## config.mk

```make
export PLATFORM = sky130hd
export DESIGN_NAME = mac_loop_counter
export DESIGN_NICKNAME = d
export VERILOG_FILES = /design/src/rtl/mac_loop_counter.sv
export SDC_FILE = /design/constraint.sdc
export NUM_CORES = 1
export LEC_CHECK = 0
export ABC_CLOCK_PERIOD_IN_PS = 2300
export CAP_MARGIN = 20
export CORE_MARGIN = 8
export CORE_UTILIZATION = 45
export CTS_CLUSTER_SIZE = 12
export DETAILED_ROUTE_END_ITERATION = 8
export PLACE_DENSITY_LB_ADDON = 0.2
export REMOVE_ABC_BUFFERS = 1
export SETUP_SLACK_MARGIN = 0.2
export SKIP_LAST_GASP = 1
export SLEW_MARGIN = 15
export SYNTH_ARGS = -nofsm -noshare
export SYNTH_HDL_FRONTEND = slang
export SYNTH_SLANG_ARGS = --single-unit
```

## constraint.sdc

```tcl
create_clock -name clk -period 2.3 [get_ports clk]
set_input_delay 0.345 -clock clk [delete_from_list [all_inputs] [get_ports clk]]
set_output_delay 0.345 -clock clk [all_outputs]
set_load 0.05 [all_outputs]
```

## src/rtl/mac_loop_counter.sv

```systemverilog
// mac_loop_counter: multi-channel presettable up/down counter bank used for
// MAC loop and address sequencing. Each channel has its own modulus limit and
// registered terminal-count pulse; the sequencer addresses one channel per
// cycle through ch_sel.
//
// Optional feature macro: MAC_CNT_SAT_EN
//   defined   -> limit_sat port exists; each channel stores a mode bit
//                (1 = saturate at the limit / at zero, 0 = wrap).
//   undefined -> no limit_sat port, every channel wraps.

// Per-channel counter slice: count, limit and (optionally) mode registers.
module mac_loop_counter_ch #(
  parameter int WIDTH = 8
) (
  input  logic             clk,
  input  logic             rst,
  input  logic             sel,
  input  logic             load,
  input  logic             inc,
  input  logic             dec,
  input  logic [WIDTH-1:0] preset_val,
  input  logic             limit_wr,
  input  logic [WIDTH-1:0] limit_val,
`ifdef MAC_CNT_SAT_EN
  input  logic             limit_sat,
`endif
  output logic [WIDTH-1:0] cnt,
  output logic             tc,
  output logic             tc_nxt
);

  logic [WIDTH-1:0] lim;
  logic [WIDTH-1:0] cnt_nxt;
  logic             sat_mode;

`ifdef MAC_CNT_SAT_EN
  logic mode;

  // Mode bit travels with the limit; reset returns every channel to wrap.
  always_ff @(posedge clk) begin
    if (rst)                  mode <= 1'b0;
    else if (sel && limit_wr) mode <= limit_sat;
  end

  assign sat_mode = mode;
`else
  assign sat_mode = 1'b0;
`endif

  // Next count and terminal-count decision; compares against the limit held
  // before this edge so a same-cycle limit write does not affect the command.
  always_comb begin
    cnt_nxt = cnt;
    tc_nxt  = 1'b0;
    if (sel && load) begin
      cnt_nxt = preset_val;
    end else if (sel && (inc ^ dec)) begin
      if (inc) begin
        if (cnt >= lim) begin
          tc_nxt  = 1'b1;
          // Saturate holds whatever is there, including a count loaded above limit.
          cnt_nxt = sat_mode ? cnt : '0;
        end else begin
          cnt_nxt = cnt + WIDTH'(1);
        end
      end else begin
        if (cnt == '0) begin
          tc_nxt  = 1'b1;
          cnt_nxt = sat_mode ? '0 : lim;
        end else begin
          cnt_nxt = cnt - WIDTH'(1);
        end
      end
    end
  end

  // Count, limit and tc registers.
  always_ff @(posedge clk) begin
    if (rst) begin
      cnt <= '0;
      lim <= '1;
      tc  <= 1'b0;
    end else begin
      cnt <= cnt_nxt;
      tc  <= tc_nxt;
      if (sel && limit_wr) lim <= limit_val;
    end
  end

endmodule

// Top: fans the shared command out to NUM_CH slices; a channel whose index
// matches ch_sel acts, so out-of-range selects touch nothing.
module mac_loop_counter #(
  parameter  int WIDTH  = 8,
  parameter  int NUM_CH = 4,
  localparam int CHW    = (NUM_CH > 1) ? $clog2(NUM_CH) : 1
) (
  input  logic                    clk,
  input  logic                    rst,
  input  logic [CHW-1:0]          ch_sel,
  input  logic                    load,
  input  logic                    inc,
  input  logic                    dec,
  input  logic [WIDTH-1:0]        preset_val,
  input  logic                    limit_wr,
  input  logic [WIDTH-1:0]        limit_val,
`ifdef MAC_CNT_SAT_EN
  input  logic                    limit_sat,
`endif
  output logic [NUM_CH*WIDTH-1:0] count_out,
  output logic [NUM_CH-1:0]       tc,
  output logic                    any_tc
);

  logic [NUM_CH-1:0][WIDTH-1:0] cnt;
  logic [NUM_CH-1:0]            tc_nxt;

  for (genvar n = 0; n < NUM_CH; n++) begin : g_ch
    mac_loop_counter_ch #(.WIDTH(WIDTH)) u_ch (
      .clk        (clk),
      .rst        (rst),
      .sel        (ch_sel == CHW'(n)),
      .load       (load),
      .inc        (inc),
      .dec        (dec),
      .preset_val (preset_val),
      .limit_wr   (limit_wr),
      .limit_val  (limit_val),
`ifdef MAC_CNT_SAT_EN
      .limit_sat  (limit_sat),
`endif
      .cnt        (cnt[n]),
      .tc         (tc[n]),
      .tc_nxt     (tc_nxt[n])
    );
  end

  assign count_out = cnt;

  // any_tc registered from the same next-state terms so it aligns with tc.
  always_ff @(posedge clk) begin
    if (rst) any_tc <= 1'b0;
    else     any_tc <= |tc_nxt;
  end

endmodule

```

* Yosys cells after proc, flatten, opt, wreduce, memory -nomap -nowiden
Index checks and enable logic that the tools add are counted.
Storage, ports and cells: register bits after elaboration 69, output and inout port bits 37, logic and storage cells 91
Operators by class: add/subtract/negate cells 8, order comparisons 4, equality and inequality tests 3, multiplexer cells 40, bitwise logic cells 1, reduce and logical (&&, ||, !) cells 22
Operators by type and width (count):
- 8-bit 2-to-1 mux | 20
- 8-bit by 1-bit adder with 8-bit output, second input constant | 4
- 8-bit greater-or-equal comparator | 4
- 8-bit zero test | 4
- 8-bit by 1-bit subtractor with 8-bit output, second input constant | 4
- 1-bit 2-to-1 mux | 20
- 1-bit logical AND | 12
- 2-bit nonzero test | 4
- 2-bit equality test, second input constant | 2
- 4-bit OR reduction | 1
- 2-bit by 1-bit equality test with 1-bit output, second input constant | 1
- 2-bit zero test | 1
- 1-bit XOR | 1

* Logic depth before layout (Yosys ltp)
word-level depth 6, mapped depth 10

* By module
A second synthesis with hierarchy kept.
Unflattened totals: cell total of the unflattened synthesis 663, area, all modules 5432.7 sq um
By module, submodules not included:
- mac_loop_counter_ch | instances 4, cells each 164, area each 1345.0 sq um, seq. area each 340.3 sq um
- mac_loop_counter | instances 1, cells each 7, area each 52.6 sq um, seq. area each 20.0 sq um

* Worst setup path after synthesis
OpenSTA, ideal clock, no wires.
path type register -> register, from register g_ch[2].u_ch.cnt[0], to register g_ch[2].u_ch.cnt[3], setup time 0.103 ns, arrival 2.800 ns, required time 2.197 ns, path slack -0.603 ns, stages on the path, launching flop included 10, period minus slack after synthesis 2.903 ns, cells stage by stage dfxtp_1 > clkbuf_1 > inv_1 > ha_1 > or3b_1 > o2111ai_1 > a31oi_1 > a2111oi_4 > a21oi_1 > a2111oi_2
On the way: longest elaborated chain between the ends 5, elaborated cells between the ends (all ways) 9, those cells by class add/sub: 2; order compare: 1; mux: 5; reduce/logical: 1
RTL lines:
- from (decl) | line 27 | output logic [WIDTH-1:0] cnt,
- from (signal assigned) | line 84 | cnt <= cnt_nxt;
- 8-bit by 1-bit subtractor with 8-bit output (tied with other cells) | line 71 | cnt_nxt = cnt - WIDTH'(1);
- 8-bit 2-to-1 mux, on equally long branches | line 67, 59
- 8-bit 2-to-1 mux * | line 58 | if (inc) begin
- 8-bit 2-to-1 mux * | line 57 | end else if (sel && (inc ^ dec)) begin
- 8-bit 2-to-1 mux * | line 55 | if (sel && load) begin
Mark *: on every way between the ends. The rest lies on a longest branch, timed or not. The select of a mux whose other input is x is not followed. A chain may end at the register's enable or synchronous reset.

* Final worst setup path
from register g_ch[2].u_ch.cnt[2], to register g_ch[2].u_ch.cnt[0]
On the way: longest elaborated chain between the ends 5, elaborated cells between the ends (all ways) 7, those cells by class order compare: 1; mux: 5; reduce/logical: 1
RTL lines (line):
- 8-bit greater-or-equal comparator / 8-bit zero test (equally long branches) | 59, 67
- 8-bit 2-to-1 mux, on equally long branches | 59, 67
- 8-bit 2-to-1 mux * | 58
- 8-bit 2-to-1 mux * | 57
- 8-bit 2-to-1 mux * | 55
Marks and branches as above.

==> key figures <==
Clock tree
  • Clock sink total: 69
  • Num CTS Buffers: 9
  • Clock transition at path regs: 60 ps
  • CTS Buffer Depth: 2
  • CTS Hold Bufs: 0
  • # H-tree levels: 3
  • Clock Latency Late Sink: 340 ps
  • CTS root buffer: clkbuf_16
  • CTS tree: built

Synthesis
  • Synth Area per Inst: 7.77 um2
  • Register area share after synthesis: 26.9%
  • Mapped cell area: 5130 um2
  • Post-synth cell types: 59
  • Yosys warnings: 0
  • Top FF cell, synth: dfxtp_1
  • FF+latch count, synth: 69
  • Mapped Cells: 660
  • Number of flops mapped to enable cells by yosys: 0
  • Ys async rst share: 0%

Floorplanning
  • Cell Rows: 39
  • Die Width: 123 um
  • I/O pins: 61
  • Core ar.: 11300 um2
  • Die H: 123 um
  • Die Area: 15100 um2
  • Initial Util: 45.5%

Detailed routing
  • First DRT Iteration DRCs: 503
  • DRC Markers: 0
  • DR vias/cell: 5.97
  • Vias: 5358
  • Antenna Nets Post-Route: 0
  • Wirelength, routed: 17400 um
  • Pre-antenna DRT Iters: 5
  • WL/cell: 19.4 um

STA
  • RSZ-0062 raised after global routing: true
  • Hold_ws: 412 ps
  • Worst-case clock skew: 7.06 ps
  • Relative slew margins: 54.7%
  • Minimum clock period: 2140 ps
  • Period Utilization, post-route: 93.1%
  • Final setup fails: 0
  • F_max: 467 MHz
  • Final hold viol count: 0
  • Worst-margin pin slew: 676 ps
  • Setup TNS: 0 ps
  • Fin. max-slew vios: 0

Power
  • Static Leak: 0.00306 uW
  • Power Total: 4060 uW
  • Power Density: 601 nW/um2
  • Worst vdd ir: 0.332 mV

Global route
  • Number of global-route vias before repair: 5086
  • Largest net degree at the start of global routing: 24
  • First-pass GRT wire length: 26900 um
  • Initial antenna violation count: 0
  • Tot GR Track Use: 23.0%
  • Grt total ovfl: 0

Outcome
  • Run status: finished, final reports clean

Run
  • Max-cap violation count: 0

Placement
  • HPWL Detailed: 12500 um
  • IO Port Bufs: 60
  • Area of placed instances: 6190 um2
  • RePlAce Congestion: 0.909

Worst setup path
  • Worst-path fanout max: 6
  • CP Capture Type: flip-flop
  • Reg2reg setup slack: 160 ps
  • Crit path DAT: 2400 ps
  • Crit Path Category: reg -> reg
  • Crit-path cells: or4_4 > or3_4 > buf_4 > nor4b_1 > a221oi_1 > a21oi_1
  • CP Launch Type: flip-flop
  • Crit-path max cell delay: 560 ps
  • Critical path required time: 2560 ps
  • Slowest cell on the critical path: or4_4

Final layout
  • Share of layout cells above drive strength 1: 20.8%
  • Post-route cell area: 6760 um2
  • Final layout net count: 817
  • Ant. Diodes: 0
  • Area grow syn2layout: 31.9%

Min path
  • Hold WC Path Type: in -> reg
metrics by stage:
stage	worst slack (ps)	instances	utilization, %
floorplan	-542	605	-
global placement	25.8	878	54.9
detailed placement	-59.9	878	54.9
CTS	170	895	58.3
global route	120	897	60.0
finish	159	897	60.0
cell usage after synthesis, types with 4 or more instances:
cell type / number / share of area, %
nor3_1: 12 / 1.2
xor2_1: 10 / 1.7
nor2_1: 98 / 7.2
nand2_1: 39 / 2.9
a2111oi_0: 7 / 1.2
and3_1: 10 / 1.2
o221ai_1: 9 / 1.5
o211ai_1: 14 / 2.0
xnor2_1: 26 / 4.4
clkbuf_1: 37 / 2.7
or2_2: 4 / 0.49
o21a_1: 7 / 1.0
buf_4: 4 / 0.59
and2_1: 10 / 1.2
dfxtp_1: 69 / 27
a211oi_1: 19 / 2.8
ha_1: 44 / 11
a21oi_1: 34 / 3.3
mux2i_1: 5 / 0.98
buf_2: 8 / 0.78
a211o_1: 21 / 3.6
nand3_1: 34 / 3.3
a31oi_1: 9 / 1.1
nor4_1: 12 / 1.5
nand2b_1: 5 / 0.61
inv_1: 42 / 3.1
or3_1: 8 / 0.98
a221oi_1: 6 / 1.0
path summary, 6_finish.rpt:
kind	start	cells after the start	endpoint
hold / removal	rst	2	g_ch[0].u_ch.cnt[0]
setup reg to reg	g_ch[2].u_ch.cnt[2]	6	g_ch[2].u_ch.cnt[0]
setup / recovery	g_ch[2].u_ch.cnt[2]	6	g_ch[2].u_ch.cnt[0]
hold reg to reg	g_ch[0].u_ch.lim[4]	2	g_ch[0].u_ch.lim[4]
power breakdown:
group	switching (uW)	total [uW]	leakage [uW]	internal, uW
Clock	552	1400	0.000141	849
Sequential	74.5	1340	0.000568	1270
Combinational	761	1320	0.00235	558
Total	1390	4060	0.00306	2680
sequential cells by signal, indices dropped and copies added, names as in the netlist:
signal         flops
g_ch.u_ch.cnt     32
g_ch.u_ch.lim     32
g_ch.u_ch.tc       4
any_tc             1
cells in the final DEF (no fill, tap or decap), drive strengths merged, types with 4 or more instances in the layout:
cell type | Yosys | layout
nor4 | 12 | 12
o211ai | 14 | 14
a211oi | 22 | 22
nor3 | 12 | 12
a221oi | 6 | 6
or4 | 4 | 4
mux2i | 5 | 5
or2 | 4 | 4
xor2 | 10 | 10
o221ai | 9 | 9
dlymetal6s2s | 0 | 7
a31oi | 9 | 9
a21oi | 34 | 34
and3 | 10 | 10
o21ai | 5 | 5
a2111oi | 13 | 13
dfxtp | 69 | 69
clkdlybuf4s50 | 0 | 50
inv | 42 | 42
nand3 | 34 | 34
a211o | 21 | 21
ha | 44 | 44
nor2 | 98 | 98
or3 | 8 | 8
nand2 | 39 | 39
buf | 18 | 74
and2 | 11 | 11
nand2b | 5 | 5
clkbuf | 37 | 14
xnor2 | 26 | 26
o21a | 7 | 7
critical path, delay by kind of cell (launching register included):
kind                   cells  cell delay, ps
AND/OR/NAND/NOR            3            1260
flip-flops                 1             340
buffers and inverters      1             180
AO/OA/AOI/OAI              2             270
per-layer routing:
| layer | global-route usage, % | share of wire (%) | up-vias |
|---|---|---|---|
| met3 | 3.59 | 8.0 | 44 |
| met2 | 35.7 | 45 | 238 |
| met4 | 11.4 | 3.5 | 0 |
| li1 | - | - | 2553 |
| met1 | 30.3 | 44 | 2523 |
| met5 | 0 | 0 | - |
logic make-up (layout without fill, tap and decap cells):
| group | count (synthesis) | in the layout | synth area share [%] |
|---|---|---|---|
| multiplexers | 5 | 5 | 0.976 |
| adder cells (fa/ha/maj) | 44 | 44 | 10.7 |
| XOR/XNOR | 36 | 36 | 6.15 |
| buffers and inverters | 99 | 193 | 8.17 |
| flip-flops | 69 | 69 | 26.9 |
| AND/OR/NAND/NOR | 247 | 247 | 22.9 |
| AO/OA/AOI/OAI | 160 | 160 | 24.1 |
final cells by class:
class	count	area, um2
clock inverters	2	15.0
inverters	44	165
clock buffers	14	284
fillers	1031	4510
multi-input cells	492	3530
repair buffers	133	1190
flip-flops and latches	69	1400
well taps	143	179
timing repair:
item	in CTS	in global routing
pin swaps	9	21
setup buffers	1	2
endpoints found under the setup margin	26	35
gates resized for setup	24	48
(Power assumes the default switching activity.)
